==> src/rtl/multicycle_control_pkg.sv <==
// Shared encodings for the multicycle RV32I control FSM: opcodes, states,
// ALU_CO codes (also consumed by ALU_Control) and datapath mux selects.
package multicycle_control_pkg;

  localparam logic [6:0] OP_LOAD   = 7'b0000011;
  localparam logic [6:0] OP_STORE  = 7'b0100011;
  localparam logic [6:0] OP_RTYPE  = 7'b0110011;
  localparam logic [6:0] OP_ITYPE  = 7'b0010011;
  localparam logic [6:0] OP_JAL    = 7'b1101111;
  localparam logic [6:0] OP_BRANCH = 7'b1100011;
  localparam logic [6:0] OP_LUI    = 7'b0110111;

  typedef enum logic [3:0] {
    S_RESET    = 4'd0,
    S_FETCH    = 4'd1,
    S_DECODE   = 4'd2,
    S_MEMADR   = 4'd3,
    S_MEMREAD  = 4'd4,
    S_MEMWB    = 4'd5,
    S_MEMWRITE = 4'd6,
    S_EXECR    = 4'd7,
    S_EXECI    = 4'd8,
    S_ALUWB    = 4'd9,
    S_JAL      = 4'd10,
    S_BEQ      = 4'd11,
    S_LUI      = 4'd12
  } state_e;

  localparam logic [1:0] ALU_CO_ADD   = 2'b00;
  localparam logic [1:0] ALU_CO_SUB   = 2'b01;
  localparam logic [1:0] ALU_CO_FUNCT = 2'b10;

  localparam logic [1:0] SRC_A_PC    = 2'b00;
  localparam logic [1:0] SRC_A_OLDPC = 2'b01;
  localparam logic [1:0] SRC_A_RS1   = 2'b10;
  localparam logic [1:0] SRC_A_ZERO  = 2'b11;

  localparam logic [1:0] SRC_B_RS2  = 2'b00;
  localparam logic [1:0] SRC_B_IMM  = 2'b01;
  localparam logic [1:0] SRC_B_FOUR = 2'b10;

  localparam logic [1:0] RES_ALUOUT    = 2'b00;
  localparam logic [1:0] RES_MEMDATA   = 2'b01;
  localparam logic [1:0] RES_ALURESULT = 2'b10;

  // States that hold a memory access open until mem_ready_i.
  function automatic logic is_mem_state(input state_e s);
    return (s == S_FETCH) || (s == S_MEMREAD) || (s == S_MEMWRITE);
  endfunction

endpackage

==> src/rtl/multicycle_control.sv <==
// Multicycle RV32I main control FSM: sequences fetch/decode/execute/memory/
// writeback and drives datapath selects, write enables and the memory request.
module multicycle_control
  import multicycle_control_pkg::*;
#(
  parameter int unsigned MEM_TIMEOUT = 0
) (
  input  logic       clk_i,
  input  logic       rst_n_i,
  input  logic [6:0] opcode_i,
  input  logic       zero_i,
  input  logic       mem_ready_i,
  output logic       mem_req_o,
  output logic       mem_write_o,
  output logic       adr_src_o,
  output logic       ir_write_o,
  output logic       pc_write_o,
  output logic       reg_write_o,
  output logic [1:0] alu_src_a_o,
  output logic [1:0] alu_src_b_o,
  output logic [1:0] result_src_o,
  output logic [1:0] ALU_CO_o,
  output logic       is_immediate_o,
  output logic       illegal_o,
  output logic [3:0] state_o
);

  localparam int CNT_W = (MEM_TIMEOUT > 1) ? $clog2(MEM_TIMEOUT + 1) : 1;
  localparam logic [CNT_W-1:0] CNT_LAST = CNT_W'((MEM_TIMEOUT > 0) ? MEM_TIMEOUT - 1 : 0);

  state_e           state_q, state_d;
  logic [CNT_W-1:0] wait_cnt_q, wait_cnt_d;
  logic             waiting;
  logic             timeout;
  logic             decode_illegal;

  always_ff @(posedge clk_i) begin
    if (!rst_n_i) begin
      state_q    <= S_RESET;
      wait_cnt_q <= '0;
    end else begin
      state_q    <= state_d;
      wait_cnt_q <= wait_cnt_d;
    end
  end

  // Timeout fires on the MEM_TIMEOUT-th consecutive stalled cycle; a ready in
  // that same cycle takes the normal path instead.
  always_comb begin
    state_d        = state_q;
    decode_illegal = 1'b0;
    waiting        = is_mem_state(state_q) && !mem_ready_i;
    timeout        = (MEM_TIMEOUT != 0) && waiting && (wait_cnt_q == CNT_LAST);

    case (state_q)
      S_RESET:  state_d = S_FETCH;
      S_FETCH:  if (mem_ready_i) state_d = S_DECODE;
      S_DECODE: begin
        case (opcode_i)
          OP_LOAD, OP_STORE: state_d = S_MEMADR;
          OP_RTYPE:          state_d = S_EXECR;
          OP_ITYPE:          state_d = S_EXECI;
          OP_JAL:            state_d = S_JAL;
          OP_BRANCH:         state_d = S_BEQ;
          OP_LUI:            state_d = S_LUI;
          default: begin
            state_d        = S_FETCH;
            decode_illegal = 1'b1;
          end
        endcase
      end
      S_MEMADR:   state_d = (opcode_i == OP_LOAD) ? S_MEMREAD : S_MEMWRITE;
      S_MEMREAD:  if (mem_ready_i) state_d = S_MEMWB;
      S_MEMWB:    state_d = S_FETCH;
      S_MEMWRITE: if (mem_ready_i) state_d = S_FETCH;
      S_EXECR:    state_d = S_ALUWB;
      S_EXECI:    state_d = S_ALUWB;
      S_ALUWB:    state_d = S_FETCH;
      S_JAL:      state_d = S_ALUWB;
      S_BEQ:      state_d = S_FETCH;
      S_LUI:      state_d = S_ALUWB;
      default: begin
        state_d        = S_FETCH;
        decode_illegal = 1'b1;
      end
    endcase

    if (timeout) state_d = S_FETCH;

    // A FETCH timeout re-enters FETCH, so the count must clear explicitly.
    if (timeout || (state_d != state_q)) begin
      wait_cnt_d = '0;
    end else if (waiting && (MEM_TIMEOUT != 0)) begin
      wait_cnt_d = wait_cnt_q + 1'b1;
    end else begin
      wait_cnt_d = wait_cnt_q;
    end
  end

  always_comb begin
    mem_req_o      = 1'b0;
    mem_write_o    = 1'b0;
    adr_src_o      = 1'b0;
    ir_write_o     = 1'b0;
    pc_write_o     = 1'b0;
    reg_write_o    = 1'b0;
    alu_src_a_o    = SRC_A_PC;
    alu_src_b_o    = SRC_B_RS2;
    result_src_o   = RES_ALUOUT;
    ALU_CO_o       = ALU_CO_ADD;
    is_immediate_o = 1'b0;
    illegal_o      = decode_illegal | timeout;
    state_o        = state_q;

    case (state_q)
      S_FETCH: begin
        mem_req_o    = 1'b1;
        alu_src_b_o  = SRC_B_FOUR;
        result_src_o = RES_ALURESULT;
        ir_write_o   = mem_ready_i;
        pc_write_o   = mem_ready_i;
      end
      S_DECODE: begin
        alu_src_a_o = SRC_A_OLDPC;
        alu_src_b_o = SRC_B_IMM;
      end
      S_MEMADR: begin
        alu_src_a_o = SRC_A_RS1;
        alu_src_b_o = SRC_B_IMM;
      end
      S_MEMREAD: begin
        mem_req_o = 1'b1;
        adr_src_o = 1'b1;
      end
      S_MEMWB: begin
        result_src_o = RES_MEMDATA;
        reg_write_o  = 1'b1;
      end
      S_MEMWRITE: begin
        mem_req_o   = 1'b1;
        mem_write_o = 1'b1;
        adr_src_o   = 1'b1;
      end
      S_EXECR: begin
        alu_src_a_o = SRC_A_RS1;
        ALU_CO_o    = ALU_CO_FUNCT;
      end
      S_EXECI: begin
        alu_src_a_o    = SRC_A_RS1;
        alu_src_b_o    = SRC_B_IMM;
        ALU_CO_o       = ALU_CO_FUNCT;
        is_immediate_o = 1'b1;
      end
      S_ALUWB: reg_write_o = 1'b1;
      S_JAL: begin
        alu_src_a_o = SRC_A_OLDPC;
        alu_src_b_o = SRC_B_FOUR;
        pc_write_o  = 1'b1;
      end
      S_BEQ: begin
        alu_src_a_o = SRC_A_RS1;
        ALU_CO_o    = ALU_CO_SUB;
        pc_write_o  = zero_i;
      end
      S_LUI: begin
        alu_src_a_o = SRC_A_ZERO;
        alu_src_b_o = SRC_B_IMM;
      end
      default: ;
    endcase
  end

endmodule
==> config.mk <==
export PLATFORM = sky130hd
export DESIGN_NAME = multicycle_control
export DESIGN_NICKNAME = d
export VERILOG_FILES = /design/src/rtl/multicycle_control_pkg.sv /design/src/rtl/multicycle_control.sv
export SDC_FILE = /design/constraint.sdc
export NUM_CORES = 1
export LEC_CHECK = 0
export CAP_MARGIN = 20
export CORE_MARGIN = 2
export CORE_UTILIZATION = 40
export CTS_CLUSTER_SIZE = 20
export DETAILED_ROUTE_END_ITERATION = 6
export PLACE_DENSITY = 0.85
export SYNTH_ARGS = -nofsm -noshare
export SYNTH_HDL_FRONTEND = slang
export SYNTH_SLANG_ARGS = --single-unit
==> constraint.sdc <==
create_clock -name clk_i -period 2.9 [get_ports clk_i]
set_input_delay 0.29 -clock clk_i [delete_from_list [all_inputs] [get_ports clk_i]]
set_output_delay 0.29 -clock clk_i [all_outputs]
set_load 0.005 [all_outputs]
==> results by group <==
Final layout
  – P&R area growth vs syn: 57.60%
  – Max reg flops: 4
  – Most common library cell in the layout ignoring fill and taps: clkdlybuf4s50_1
  – Share of cells above drive strength 1: 6.780%
  – # diodes: 0
  – Most frequent cells in the layout: clkdlybuf4s50_1, nor2_1, nand2_1, a21oi_1, nand3_1
  – Nets@finish: 131

Power and ir drop
  – Leakage: around 0.32 nW
  – Worst vdd ir: roughly 0.00017 V
  – Power per standard cell area: 251.6 mW/mm^2

Floorplan
  – Die Ht: 41.14 um
  – Cell row count: 13
  – DIE WIDTH: 41.14 um
  – I/O pins: 31
  – Starting Density: approximately 42%
  – Core region area: roughly 0.0013 sq mm
  – Die area: 0.001693 sq mm

Synthesis
  – Synth Warn #: 0
  – Syn Nets: 101
  – Yosys top cell area share: 14.51%
  – Synth top area cells: dfxtp_1, nor2_1, a21oi_1
  – Most used DFF post-synth: dfxtp_1
  – Synth Register Bits: 4
  – Post-synthesis cell area: around 550 sq um
  – Cells after synthesis: 90
  – Synth area leader: dfxtp_1
  – Asr flop ratio synth: 0%
  – Synth Area per Inst: around 6.1 sq um
  – Sequential share of the synthesized area: between 10 and 15%
  – Synth cell types: 31
  – EDFF count, synth: 0

STA
  – Final TNS setup: 0 ps
  – RSZ-0062 raised after global routing: no
  – F_max: 416.7 MHz
  – Final Cycle Share: 82.75%
  – Hold Fails Final Rpt: 0
  – Final Setup Violations: 0
  – Slew HR: 65.34%
  – Setup WS post-layout: 500.1 ps
  – Crit path time final: 2400 ps
  – Clock skew: between 6 and 7 ps
  – Max-slew violations: 0
  – Slew @ Worst Pin: 519.1 ps

Setup path
  – CP Max Fanout: 16
  – CP max stage cell: dfxtp_1
  – Required time worst endpoint: 2610 ps
  – WP data arrival: 2110 ps
  – Setup CP Type: flop to output port
  – CP max stage delay: about 640 ps
  – Worst-path cell chain: nand2b_1 > nor3_1 > nand2b_1 > o22ai_1 > clkdlybuf4s50_1
  – CP endpoint kind: output port
  – Most frequent CP cell: nand2b_1
  – Startpoint types: flop

Global route
  – First-pass GRT wire length: 2.408 mm
  – Grt total ovfl: 0
  – Antenna violations before repair: 0
  – Number of global-route vias before repair: 574
  – Total track usage: between 20% and 30%
  – Largest net degree at the start of global routing: 19

Routing
  – Vias post-DR: 735
  – Initial DRC count: 10
  – Drt first pass iters: 4
  – DRT Wirelength: about 1.6 mm
  – DR WL/cell: 12.25 um
  – Vias/cell: around 5.5
  – DRC: 0
  – Final ANT Viol Nets: 0

Clock network
  – CTS root buf: clkbuf_4
  – Post-CTS setup buffer count: 0
  – CTS tree: done
  – Clock buffer depth: 2
  – Clock latency on the worst-skew pair: 240 ps
  – Clock sink total: 4
  – Post-CTS Hold Fix Bufs: 0
  – Clk slew on worst S/H paths: roughly 40 ps
  – Post-CTS sizing: 0
  – Max H-tree Level: 1
  – TritonCTS Buffers: 3

Place
  – GPL Wtd Cong: 0.7702
  – Post-DP HPWL: 1.276 mm
  – Port bufs: 30
  – Pre-CTS setup slack: 616.1 ps

Hold path
  – Worst hold path class: primary input to flop

Flow run
  – Max-Cap Viols: 0

Run status
  – Status: finished clean
==> through the flow <==
stage	hold slack (ps)	total power, mW	instance area [sq um]	utilization [%]	instances
after floorplan	411.7	0.1014	551.8	-	90
after global placement	714.1	0.1469	847.1	65.10	130
after detailed placement	697.0	0.1489	847.1	65.10	130
after CTS	666.7	0.2204	869.6	66.83	133
after global routing	687.3	0.2313	869.6	66.83	133
final	684.0	0.2188	869.6	66.83	133
==> worst paths after layout <==
kind / to / from / slack, ps / cells past startpoint
setup / recovery: illegal_o / state_o[1]$_SDFFE_PN0P_ / 500 / 5
hold / removal: state_o[3]$_SDFFE_PN0P_ / rst_n_i / 680 / 2
setup reg to reg: state_o[2]$_SDFFE_PN0P_ / state_o[1]$_SDFFE_PN0P_ / 1360 / 5
hold reg to reg: state_o[0]$_SDFFE_PN0P_ / state_o[3]$_SDFFE_PN0P_ / 720 / 2
==> synth_stat cells, types with 2 or more instances <==
cell type and number:
nor2b_1 4, nand2b_1 5, nand2_1 8, inv_1 2
o22ai_1 2, nor2_1 20, nand4_1 2, buf_2 4
nand3b_1 2, dfxtp_1 4, nand3_1 6, nor3_1 3
o21ai_0 4, a21oi_1 7
==> area by class of cell <==
type                    count  area, sq um
multi-input cells          78        436.7
fillers                   136        431.7
repair buffers             30        300.3
flip-flops and latches      4        80.08
clock buffers               3        22.52
well taps                  15        18.77
inverters                   3        11.26
==> worst max-delay path, delay by kind of cell (launching register included) <==
| kind | cells | cell delay, ps |
|---|---|---|
| buffers and inverters | 1 | 520 |
| flip-flops | 1 | 640 |
| AND/OR/NAND/NOR | 3 | 580 |
| AO/OA/AOI/OAI | 1 | 130 |
==> logic make-up after synthesis <==
group / Yosys count / synth area share, %
simple gates: 55 / 49.66
buf+inv: 8 / 6.349
compound gates: 21 / 25.40
mux: 1 / 2.041
flops: 4 / 14.51
fa+ha+maj: 1 / 2.041
==> power breakdown <==
group	internal, mW	switching (mW)
Clock	0.0464	0.0240
Sequential	0.0577	0.00973
Combinational	0.0478	0.0331
Total	0.152	0.0668
==> routing by layer <==
metal	vias to the layer above	wire length, um	GRT usage [%]
met3	2	112	0.5435
met4	0	14	7.258
met2	33	807	39.06
met1	321	694	24.68
met5	-	0	0
li1	379	-	-
(Power assumes the default switching activity.)
==> edit, RTL diff (same settings) <==
Reset style: asynchronous (`rst_n_i`), changed in one clocked block.
--- a/src/rtl/multicycle_control.sv
+++ b/src/rtl/multicycle_control.sv
@@ -34,7 +34,7 @@
   logic             timeout;
   logic             decode_illegal;
 
-  always_ff @(posedge clk_i) begin
+  always_ff @(posedge clk_i or negedge rst_n_i) begin
     if (!rst_n_i) begin
       state_q    <= S_RESET;
       wait_cnt_q <= '0;
Formal check against the unedited RTL: differs if rst_n_i is asserted again (counterexample within 4 cycles, from zero or initial values and one cycle with rst_n_i low); with rst_n_i held inactive, the same outputs for 10 cycles.
==> edit against the original RTL <==
Die area is 12% higher; design area rose by 7.1%; sequential cell count unchanged; highest routed layer is now met3; clock skew is essentially flat; critical path type unchanged; register-to-register slack got worse by 0.18 ns; global-route usage shrank 2.6 points; largest cell class unchanged; hold slack got worse by 0.43 ns; worst setup slack worse by 0.041 ns; routed wire length is 7.5% higher; area after synthesis rose by 14%.
Power is left out: it rests on default switching activity, and per cell area and clock period it moved more than threefold.
==> edit: results (changes against the original RTL) <==
Seq/Total Area, Yosys: 15.9% (was 14.5%)
most used flip-flop cell after synthesis: dfrtp_1 (was dfxtp_1)
average wire length per cell after detail routing: 12.8 microns (was 12.2 microns)
critical path data arrival time: 2.15 ns (was 2.11 ns)
result of the run: finished clean (unchanged)
path type of the worst min-delay path: primary input to async pin (was primary input to flip-flop)
total half-perimeter wirelength after legalization and detailed placement: 1310 microns (was 1280 microns)
routed via count: 786 (was 735)
count of filler cells inserted in the layout: 128 (was 136)
combined global-route utilization of all metal layers: 18.2% (was 20.8%)
vias in the first global route: 679 (was 574)
transition time at the pin with the least slew margin: 0.638 ns (was 0.519 ns)
largest cells by area after synthesis: dfrtp_1 (16%), nor2_1 (8.4%), nand2_1 (6.6%), a21oi_1 (6.4%), nand2b_1 (6.0%) (was dfxtp_1 (15%), nor2_1 (14%), a21oi_1 (6.3%), nand2b_1 (5.7%), nand3_1 (5.4%))
post-synthesis adder-cell area fraction: 0% (was 2.04%)
top post-synthesis cells by count: nor2_1 (14), nand2_1 (11), a21oi_1 (8) (was nor2_1 (20), nand2_1 (8), a21oi_1 (7))
slowest stage cell on the critical path: dfrtp_1 (was dfxtp_1)
area fraction in compound gates after synthesis: 33.5% (was 25.4%)
Yosys cell types: 38 (was 31)
initial detailed-routing violation count: 21 (was 10)
maximum fanout encountered on the critical timing path: 20 (was 16)
mux share of post-synthesis cell area: 0% (was 2.04%)
Final Wtd Congestion: 0.839 (was 0.770)
most frequently used cell type in the post-synthesis netlist: nor2_1 (unchanged)
post-synthesis async set-or-reset flop share: 100% (was 0%)
Post-Synthesis Net Count: 106 (was 101)
proportion of layout cells with a drive suffix above 1: 4.96% (was 6.78%)
edit: layout make-up:
| type | instances | area (sq um) | area share [%] |
|---|---|---|---|
| timing repair buffer | 30 | 300 | 32.3 |
| tap | 16 | 20.0 | 2.15 |
| clock buffer | 3 | 22.5 | 2.42 |
| sequential | 4 | 100 | 10.8 |
| multi-input combinational | 82 | 480 | 51.6 |
| inverter | 2 | 7.51 | 0.806 |
edit: layer usage:
metal	GRT usage (%)	share of wire, %	up-vias	wire length (microns)
met2	31.8	48	26	838
met3	2.08	5.7	0	99
met5	0	0	-	0
met1	23.3	46	361	813
met4	5.45	0	0	0
li1	-	-	399	-
edit: stage by stage:
stage	worst slack (ns)	cells	utilization [%]	hold slack, ns	instance area [sq um]
floorplan	1.50	95	-	-0.00559	628
global placement	0.778	134	61.0	0.498	908
detailed placement	0.714	134	61.0	0.503	908
CTS	0.461	137	62.5	0.254	931
global route	0.347	137	62.5	0.276	931
finish	0.459	137	62.5	0.251	931
edit: cell families after synthesis:
kind of cell	Yosys count
DFF	4
and+or+nand+nor	51
buffers and inverters	9
AOI/OAI and AO/OA	31
edit: final timing paths:
| kind | from | end | slack [ns] | depth (start not counted) |
|---|---|---|---|---|
| worst max-delay path | state_o[0] | ir_write_o | 0.46 | 4 |
| worst min-delay path | rst_n_i | state_o[2] | 0.25 | 1 |
| worst max register to register | state_o[2] | state_o[1] | 1.18 | 4 |
| worst min register to register | state_o[3] | state_o[2] | 0.74 | 1 |
| max in group asynchronous | rst_n_i | state_o[3] | 2.48 | 1 |
| min in group clk_i | state_o[3] | state_o[2] | 0.74 | 1 |
